## config.mk

```make
export PLATFORM = sky130hd
export DESIGN_NAME = stream_demux2
export DESIGN_NICKNAME = d
export VERILOG_FILES = /design/src/rtl/stream_demux2.sv
export SDC_FILE = /design/constraint.sdc
export NUM_CORES = 1
export LEC_CHECK = 0
export BUFFER_PORTS_ARGS = -buffer_cell sky130_fd_sc_hd__buf_2
export CAP_MARGIN = 15
export CORE_MARGIN = 4
export CORE_UTILIZATION = 26
export CTS_CLUSTER_DIAMETER = 30
export DETAILED_ROUTE_END_ITERATION = 8
export GPL_TIMING_DRIVEN = 0
export HOLD_SLACK_MARGIN = 0.02
export SLEW_MARGIN = 10
export SYNTH_ARGS = -nofsm -noshare
export SYNTH_HDL_FRONTEND = slang
export SYNTH_SLANG_ARGS = --single-unit
```

## constraint.sdc

```tcl
create_clock -name clk -period 3 [get_ports clk]
set_clock_uncertainty 0.05 [all_clocks]
set_input_delay 0.15 -clock clk [delete_from_list [all_inputs] [get_ports clk]]
set_output_delay 0.15 -clock clk [all_outputs]
set_load 0.01 [all_outputs]
```

## src/rtl/stream_demux2.sv

```systemverilog
// stream_demux2: registered 1-to-2 stream demultiplexer.
// Steers each accepted input word to channel A (in_sel=0) or channel B
// (in_sel=1). Each channel owns a DEPTH-entry FIFO, so a stalled consumer
// never blocks words already queued for the other consumer.
//
// Ports:
//   clk, rst_n                 clock, asynchronous active-low reset
//   in_valid/in_ready/in_sel   producer handshake and destination select
//   in_data[N]                 producer word
//   a_valid/a_ready/a_data     channel A head word and consumer handshake
//   a_count                    channel A occupancy
//   b_valid/b_ready/b_data     channel B head word and consumer handshake
//   b_count                    channel B occupancy
module stream_demux2 #(
  parameter int unsigned N     = 8,
  parameter int unsigned DEPTH = 2
) (
  input  logic                         clk,
  input  logic                         rst_n,
  input  logic                         in_valid,
  output logic                         in_ready,
  input  logic                         in_sel,
  input  logic [N-1:0]                 in_data,
  output logic                         a_valid,
  input  logic                         a_ready,
  output logic [N-1:0]                 a_data,
  output logic [$clog2(DEPTH+1)-1:0]   a_count,
  output logic                         b_valid,
  input  logic                         b_ready,
  output logic [N-1:0]                 b_data,
  output logic [$clog2(DEPTH+1)-1:0]   b_count
);

  localparam int unsigned PW = $clog2(DEPTH);
  localparam int unsigned CW = $clog2(DEPTH + 1);
  localparam logic [CW-1:0] FULL_COUNT = CW'(DEPTH);

  // Index 0 is channel A, index 1 is channel B.
  logic [1:0][DEPTH-1:0][N-1:0] mem;
  logic [1:0][PW-1:0]           wr_ptr;
  logic [1:0][PW-1:0]           rd_ptr;
  logic [1:0][CW-1:0]           count;
  // Holds in_ready low during reset and until the first edge after release.
  logic                         run_q;

  logic [1:0] full_c;
  logic [1:0] vld_c;
  logic [1:0] push_c;
  logic [1:0] pop_c;
  logic [1:0] rdy_c;

  // Handshake decode; full/empty come from the counts, never the pointers.
  always_comb begin
    full_c   = '0;
    vld_c    = '0;
    for (int ch = 0; ch < 2; ch++) begin
      full_c[ch] = (count[ch] == FULL_COUNT);
      vld_c[ch]  = (count[ch] != '0);
    end
    in_ready  = run_q && (in_sel ? !full_c[1] : !full_c[0]);
    push_c    = '0;
    push_c[0] = in_valid && in_ready && !in_sel;
    push_c[1] = in_valid && in_ready && in_sel;
    rdy_c     = {b_ready, a_ready};
    pop_c     = vld_c & rdy_c;
  end

  // Per-channel FIFO storage, pointers and occupancy.
  always_ff @(posedge clk or negedge rst_n) begin
    if (!rst_n) begin
      mem    <= '0;
      wr_ptr <= '0;
      rd_ptr <= '0;
      count  <= '0;
      run_q  <= 1'b0;
    end else begin
      run_q <= 1'b1;
      for (int ch = 0; ch < 2; ch++) begin
        if (push_c[ch]) begin
          mem[ch][wr_ptr[ch]] <= in_data;
          wr_ptr[ch]          <= wr_ptr[ch] + PW'(1);
        end
        if (pop_c[ch]) begin
          rd_ptr[ch] <= rd_ptr[ch] + PW'(1);
        end
        if (push_c[ch] && !pop_c[ch]) begin
          count[ch] <= count[ch] + CW'(1);
        end else if (!push_c[ch] && pop_c[ch]) begin
          count[ch] <= count[ch] - CW'(1);
        end
      end
    end
  end

  // Heads are read straight from storage so they hold while stalled.
  always_comb begin
    a_valid = vld_c[0];
    a_data  = mem[0][rd_ptr[0]];
    a_count = count[0];
    b_valid = vld_c[1];
    b_data  = mem[1][rd_ptr[1]];
    b_count = count[1];
  end

endmodule
```

== After elaboration in Yosys (flattened, before gate mapping) ==
Index checks and enable logic that the tools add are counted.
Widths: inputs -> output; s select.
Storage, ports and cells
  bits of input ports: 14
  logic and storage cells: 64
  register bits: 41
Cells by class
  muxes and demuxes: 15
  bitwise operators: 1
  $add $sub $neg: 8
  order comparisons: 6
  eq/ne operators: 2
  reductions and logical operators: 21
Operator list (number)
  $mux 8: 6
  $bwmux 16: 2
  $demux 8 s1: 2
  $logic_and 1x1->1: 10
  $lt 1x2->1 const B: 4
  $mux 2: 4
  $reduce_bool 2->1: 4
  $logic_not 1->1: 7
  $add 1x1->1 const B: 4
  $add 2x1->2 const B: 2
  $eq 2x2->1 const B: 2
  $sub 2x1->2 const B: 2
  $and 2x2->2: 1
  $ge 1x1->1 const B: 2
  $mux 1: 1

== Depth between registers and ports, before layout ==
  depth in word-level cells: 10
  depth in mapped cells: 6
  mapped depth without buffers: 6

== Least setup slack after synthesis ==
Ideal clock, no wire load.
  kind: register to register
  start: register count (netlist bit b_count[1])
  end: register count (netlist bit b_count[1])
  library setup time: 127 ps
  arrival time: 1456 ps
  buffers on the path: 0
  period minus slack after synthesis: 1632 ps
  setup slack: 1368 ps
  required time: 2823 ps
  stages on the path, launching flop included: 7
  cell sequence: dfrtp_1 nor2b_1 nor3b_1 ha_1 xor2_1 nor2_1 xor2_1
Between the ends
  cells in the longest elaborated chain, start to end: 9
RTL lines
  from (decl): RTL line 42  | logic [1:0][CW-1:0] count;
  from (signal, indexed assignment): RTL line 87  | count[ch] <= count[ch] + CW'(1);
  from (signal, indexed assignment): RTL line 89  | count[ch] <= count[ch] - CW'(1);
  $eq 2x2->1 (*): RTL line 57  | full_c[ch] = (count[ch] == FULL_COUNT);
  $logic_not 1->1 (*): RTL line 60  | in_ready = run_q && (in_sel ? !full_c[1] : !full_c[0]);
  $mux 1 (*): RTL line 60
  $logic_and 1x1->1 (*): RTL line 60
  $logic_and 1x1->1 (*) (2 in a row): RTL line 63  | push_c[1] = in_valid && in_ready && in_sel;
  via push_c[1]: RTL line 48  | logic [1:0] push_c;
  $logic_not 1->1: RTL line 88  | end else if (!push_c[ch] && pop_c[ch]) begin
  $logic_and 1x1->1: RTL line 88
  $reduce_bool 2->1 (no source line)
The timed path passes the listed nets; every way through them passes the cells marked *. The select of a mux whose other input is x is not followed.
A chain may end at the register's enable or synchronous reset.

== Worst setup path after layout ==
  start: register count (netlist bit b_count[1])
  end: register mem[31] in the netlist's numbering
Between the ends
  cells in the longest elaborated chain, start to end: 6
RTL lines
  $eq 2x2->1: RTL line 57
  $logic_not 1->1: RTL line 60
  $mux 1: RTL line 60
  $logic_and 1x1->1: RTL line 60
  $logic_and 1x1->1 (2 in a row): RTL line 63
  to (signal, indexed assignment): RTL line 80  | mem[ch][wr_ptr[ch]] <= in_data;
  to (decl): RTL line 39  | logic [1:0][DEPTH-1:0][N-1:0] mem;
No other way between the ends.

==> impl_metrics.xml <==
<?xml version="1.0" encoding="UTF-8"?>
<metrics>
  <group name="floorplan">
    <metric name="boundaryPins" unit="">37</metric>
    <metric name="die_x" unit="um">93.2</metric>
    <metric name="design.die.area" unit="um^2">8690</metric>
    <metric name="die_span_y" unit="um">93.2</metric>
    <metric name="placeableCoreArea" unit="um^2">6940</metric>
    <metric name="initial_utilization" unit="">0.272</metric>
    <metric name="core.rowCount" unit="">30</metric>
  </group>
  <group name="routing">
    <metric name="routed-via-count" unit="">1083</metric>
    <metric name="detail_route.iter0.violations" unit="">54</metric>
    <metric name="post_drt_wl_per_cell" unit="um">13.2</metric>
    <metric name="postRouteWirelength" unit="um">3510</metric>
    <metric name="routed_via_density" unit="">4.09</metric>
    <metric name="dr.pass1.iters" unit="">2</metric>
    <metric name="drcViolationCount" unit="">0</metric>
    <metric name="ant_nets" unit="">0</metric>
  </group>
  <group name="cells_and_area">
    <metric name="final_cells" unit="">265</metric>
    <metric name="ff_latch_area" unit="um^2">1030</metric>
    <metric name="syn2layout_area_growth" unit="%">22.5</metric>
    <metric name="multi_input_comb_area" unit="um^2">833</metric>
    <metric name="num-nets-final" unit="">184</metric>
    <metric name="layout-drive-gt1-share" unit="">0.598</metric>
    <metric name="most_frequent_cells_in_the_layout" unit="">sky130_fd_sc_hd__dfrtp_1 (41), sky130_fd_sc_hd__mux2_2 (40), sky130_fd_sc_hd__buf_2 (35)</metric>
    <metric name="n_antenna_cell" unit="">0</metric>
    <metric name="layout.filler_cells" unit="">688</metric>
    <metric name="commonest_non_fill_non_tap_cell_in_the_layout" unit="">sky130_fd_sc_hd__dfrtp_1</metric>
    <metric name="utilization" unit="">0.333</metric>
  </group>
  <group name="timing">
    <metric name="finalSetupViolCount" unit="">0</metric>
    <metric name="report.final.slew_viol_count" unit="">0</metric>
    <metric name="period_share" unit="">0.619</metric>
    <metric name="grt_setup_unrepaired" unit="">false</metric>
    <metric name="tightestPinTransition" unit="ns">0.895</metric>
    <metric name="clock.fmax" unit="GHz">0.539</metric>
    <metric name="worst_slew_margin_rel" unit="">0.403</metric>
    <metric name="final.min_clock_period" unit="ns">1.86</metric>
    <metric name="final.setup.tns" unit="ns">0</metric>
    <metric name="final-hold-violation-count" unit="">0</metric>
  </group>
  <group name="power_and_ir_drop">
    <metric name="cell_area_power_density" unit="nW/um^2">1080</metric>
    <metric name="internal_power" unit="uW">1690</metric>
    <metric name="comb_power_share" unit="">0.420</metric>
    <metric name="power.share.switching" unit="">0.319</metric>
    <metric name="switchingPower" unit="uW">793</metric>
    <metric name="relative_contribution_of_sequential_cells_to_total_power" unit="">0.394</metric>
    <metric name="clkPwrFrac" unit="">0.186</metric>
    <metric name="ir_worst_vdd" unit="mV">0.241</metric>
    <metric name="finalPower" unit="uW">2490</metric>
    <metric name="power_leakage" unit="uW">0.00106</metric>
  </group>
  <group name="synth">
    <metric name="synth_area" unit="um^2">1890</metric>
    <metric name="number_of_nets_in_the_synthesized_netlist" unit="">141</metric>
    <metric name="synth_cells" unit="">125</metric>
    <metric name="synth.yosys.seq_area_share" unit="">0.543</metric>
    <metric name="synthesis.yosys.warnings" unit="">0</metric>
    <metric name="synth_top_area_share" unit="">0.543</metric>
    <metric name="number_of_synthesized_register_bits" unit="">41</metric>
    <metric name="netlist.top_cell.by_area" unit="">sky130_fd_sc_hd__dfrtp_1</metric>
    <metric name="area_contributors_post_synth" unit="">sky130_fd_sc_hd__dfrtp_1 (54%), sky130_fd_sc_hd__mux2_2 (24%), sky130_fd_sc_hd__mux2_4 (6.4%), sky130_fd_sc_hd__nor4b_4 (2.5%), sky130_fd_sc_hd__xnor2_1 (2.3%)</metric>
    <metric name="post_synth_num_cell_types" unit="">22</metric>
    <metric name="synth.avg_cell_area" unit="um^2">15.1</metric>
  </group>
  <group name="global_route">
    <metric name="globalRouteTotalUtil" unit="">0.0876</metric>
    <metric name="grt_remaining_overflow" unit="">0</metric>
    <metric name="via_count_of_the_first_global_routing_pass" unit="">1134</metric>
    <metric name="antenna_violations_before_repair" unit="">0</metric>
    <metric name="grt_max_degree" unit="">42</metric>
    <metric name="global_route_wire_length_before_repair" unit="um">5890</metric>
  </group>
  <group name="clocking">
    <metric name="cts_made_buffers" unit="">5</metric>
    <metric name="clock_sink_count" unit="">41</metric>
    <metric name="worst_skew_pair.late_latency" unit="ns">0.28</metric>
    <metric name="cts.clk_slew.worst_paths" unit="ns">0.08</metric>
    <metric name="cts_tree" unit="">yes</metric>
    <metric name="cts_max_path_buffers" unit="">2</metric>
    <metric name="cts.repair_timing.setup_buffer_count" unit="">0</metric>
    <metric name="postCtsHoldBufs" unit="">1</metric>
    <metric name="post_cts_resize_count" unit="">0</metric>
    <metric name="root_buffer" unit="">sky130_fd_sc_hd__clkbuf_8</metric>
    <metric name="cts_max_level" unit="">2</metric>
  </group>
  <group name="critical_path">
    <metric name="setup.worst_path.start_class" unit="">flip-flop</metric>
    <metric name="cp.arrival" unit="ns">1.98</metric>
    <metric name="cp_max_fo" unit="">8</metric>
    <metric name="required" unit="ns">3.13</metric>
    <metric name="worstSetupEndpointType" unit="">flip-flop</metric>
    <metric name="reg2reg_setup_slack" unit="ns">1.14</metric>
    <metric name="worstSetupPathType" unit="">flip-flop to flip-flop</metric>
  </group>
  <group name="hold_path">
    <metric name="min-delay-path-class" unit="">input pin to flip-flop</metric>
  </group>
  <group name="place">
    <metric name="hpwl" unit="um">2470</metric>
    <metric name="placedCellCount" unit="">256</metric>
    <metric name="numPortBuffers" unit="">35</metric>
    <metric name="routabilityCongestion" unit="">0.680</metric>
  </group>
  <group name="status">
    <metric name="outcome" unit="">completed</metric>
  </group>
  <group name="job">
    <metric name="timing.max_cap.violations" unit="">0</metric>
  </group>
</metrics>
## critical path, cell delays in order, from the launching register on
cell,delay [ns]
sky130_fd_sc_hd__dfrtp_1,0.42
sky130_fd_sc_hd__nor2b_1,0.21
sky130_fd_sc_hd__nor3_2,0.66
sky130_fd_sc_hd__mux2_2,0.41
## cell type report
class / instances / share of cell area
Inverter: 1 / 0.00162
Clock inverter: 2 / 0.0162
Sequential cell: 41 / 0.443
Timing Repair Buffer: 36 / 0.0800
Buffer: 4 / 0.0114
Multi-Input combinational cell: 79 / 0.360
Clock buffer: 6 / 0.0357
Tap cell: 96 / 0.0519
## worst paths after layout
check | cells past startpoint | from | to
max | 3 | b_count[1] | mem[31]
min | 2 | in_data[7] | mem[23]
max reg2reg | 3 | b_count[1] | mem[31]
min reg2reg | 1 | mem[30] | mem[30]
max in group asynchronous | 2 | rst_n | a_count[0]
min in group asynchronous | 2 | rst_n | mem[6]
## cell usage after synthesis (all sizes together)
library cell and count:
inv 1, nand2 5, xnor2 5, nor3 2, o311a 1, nor2 2
mux2 48, or2 2, buf 2, or4 1, nor3b 1, dfrtp 41
ha 2, clkbuf 2, conb 1, nor4b 2, xor2 5, nor2b 2
## layer usage
metal,vias to the layer above,track usage,wire (um),part of all wire
li1,527,-,-,-
met1,530,0.122,1760,0.50
met2,22,0.129,1570,0.45
met3,4,0.0161,117,0.033
met4,0,0.0440,59,0.017
met5,-,0,0,0
## flip-flops by register name, summed over array words and instances (netlist names)
name / flops
mem: 32
a_count: 2
b_count: 2
rd_ptr: 2
wr_ptr: 2
run_q: 1
## cells by family after synthesis
logic type	share of synthesized area
muxes	0.302
DFF	0.543
and+or+nand+nor	0.0715
xor gates and xnor gates	0.0464
buffers and inverters	0.0159
adders and majority gates	0.0132
other	0.00198
AOI/OAI and AO/OA	0.00596
## through the flow
step	cell area [um^2]	hold WS (ns)	setup WS, ns
after floorplan	1890	-0.196	1.37
after global placement	2180	0.284	1.12
after detailed placement	2180	0.289	1.11
after CTS	2310	0.0705	1.12
after global routing	2310	0.0804	1.05
final	2310	0.0813	1.14
## power by group through the flow
stage | Clock (uW) | Combinational (uW) | Sequential, uW
final | 464 | 1040 | 980
after CTS | 481 | 1070 | 985
after floorplan | 0 | 747 | 964
after global routing | 502 | 1150 | 1020
after global placement | 0 | 1050 | 985
after detailed placement | 0 | 1060 | 994
No activity file was read; power rests on OpenSTA's default activity.
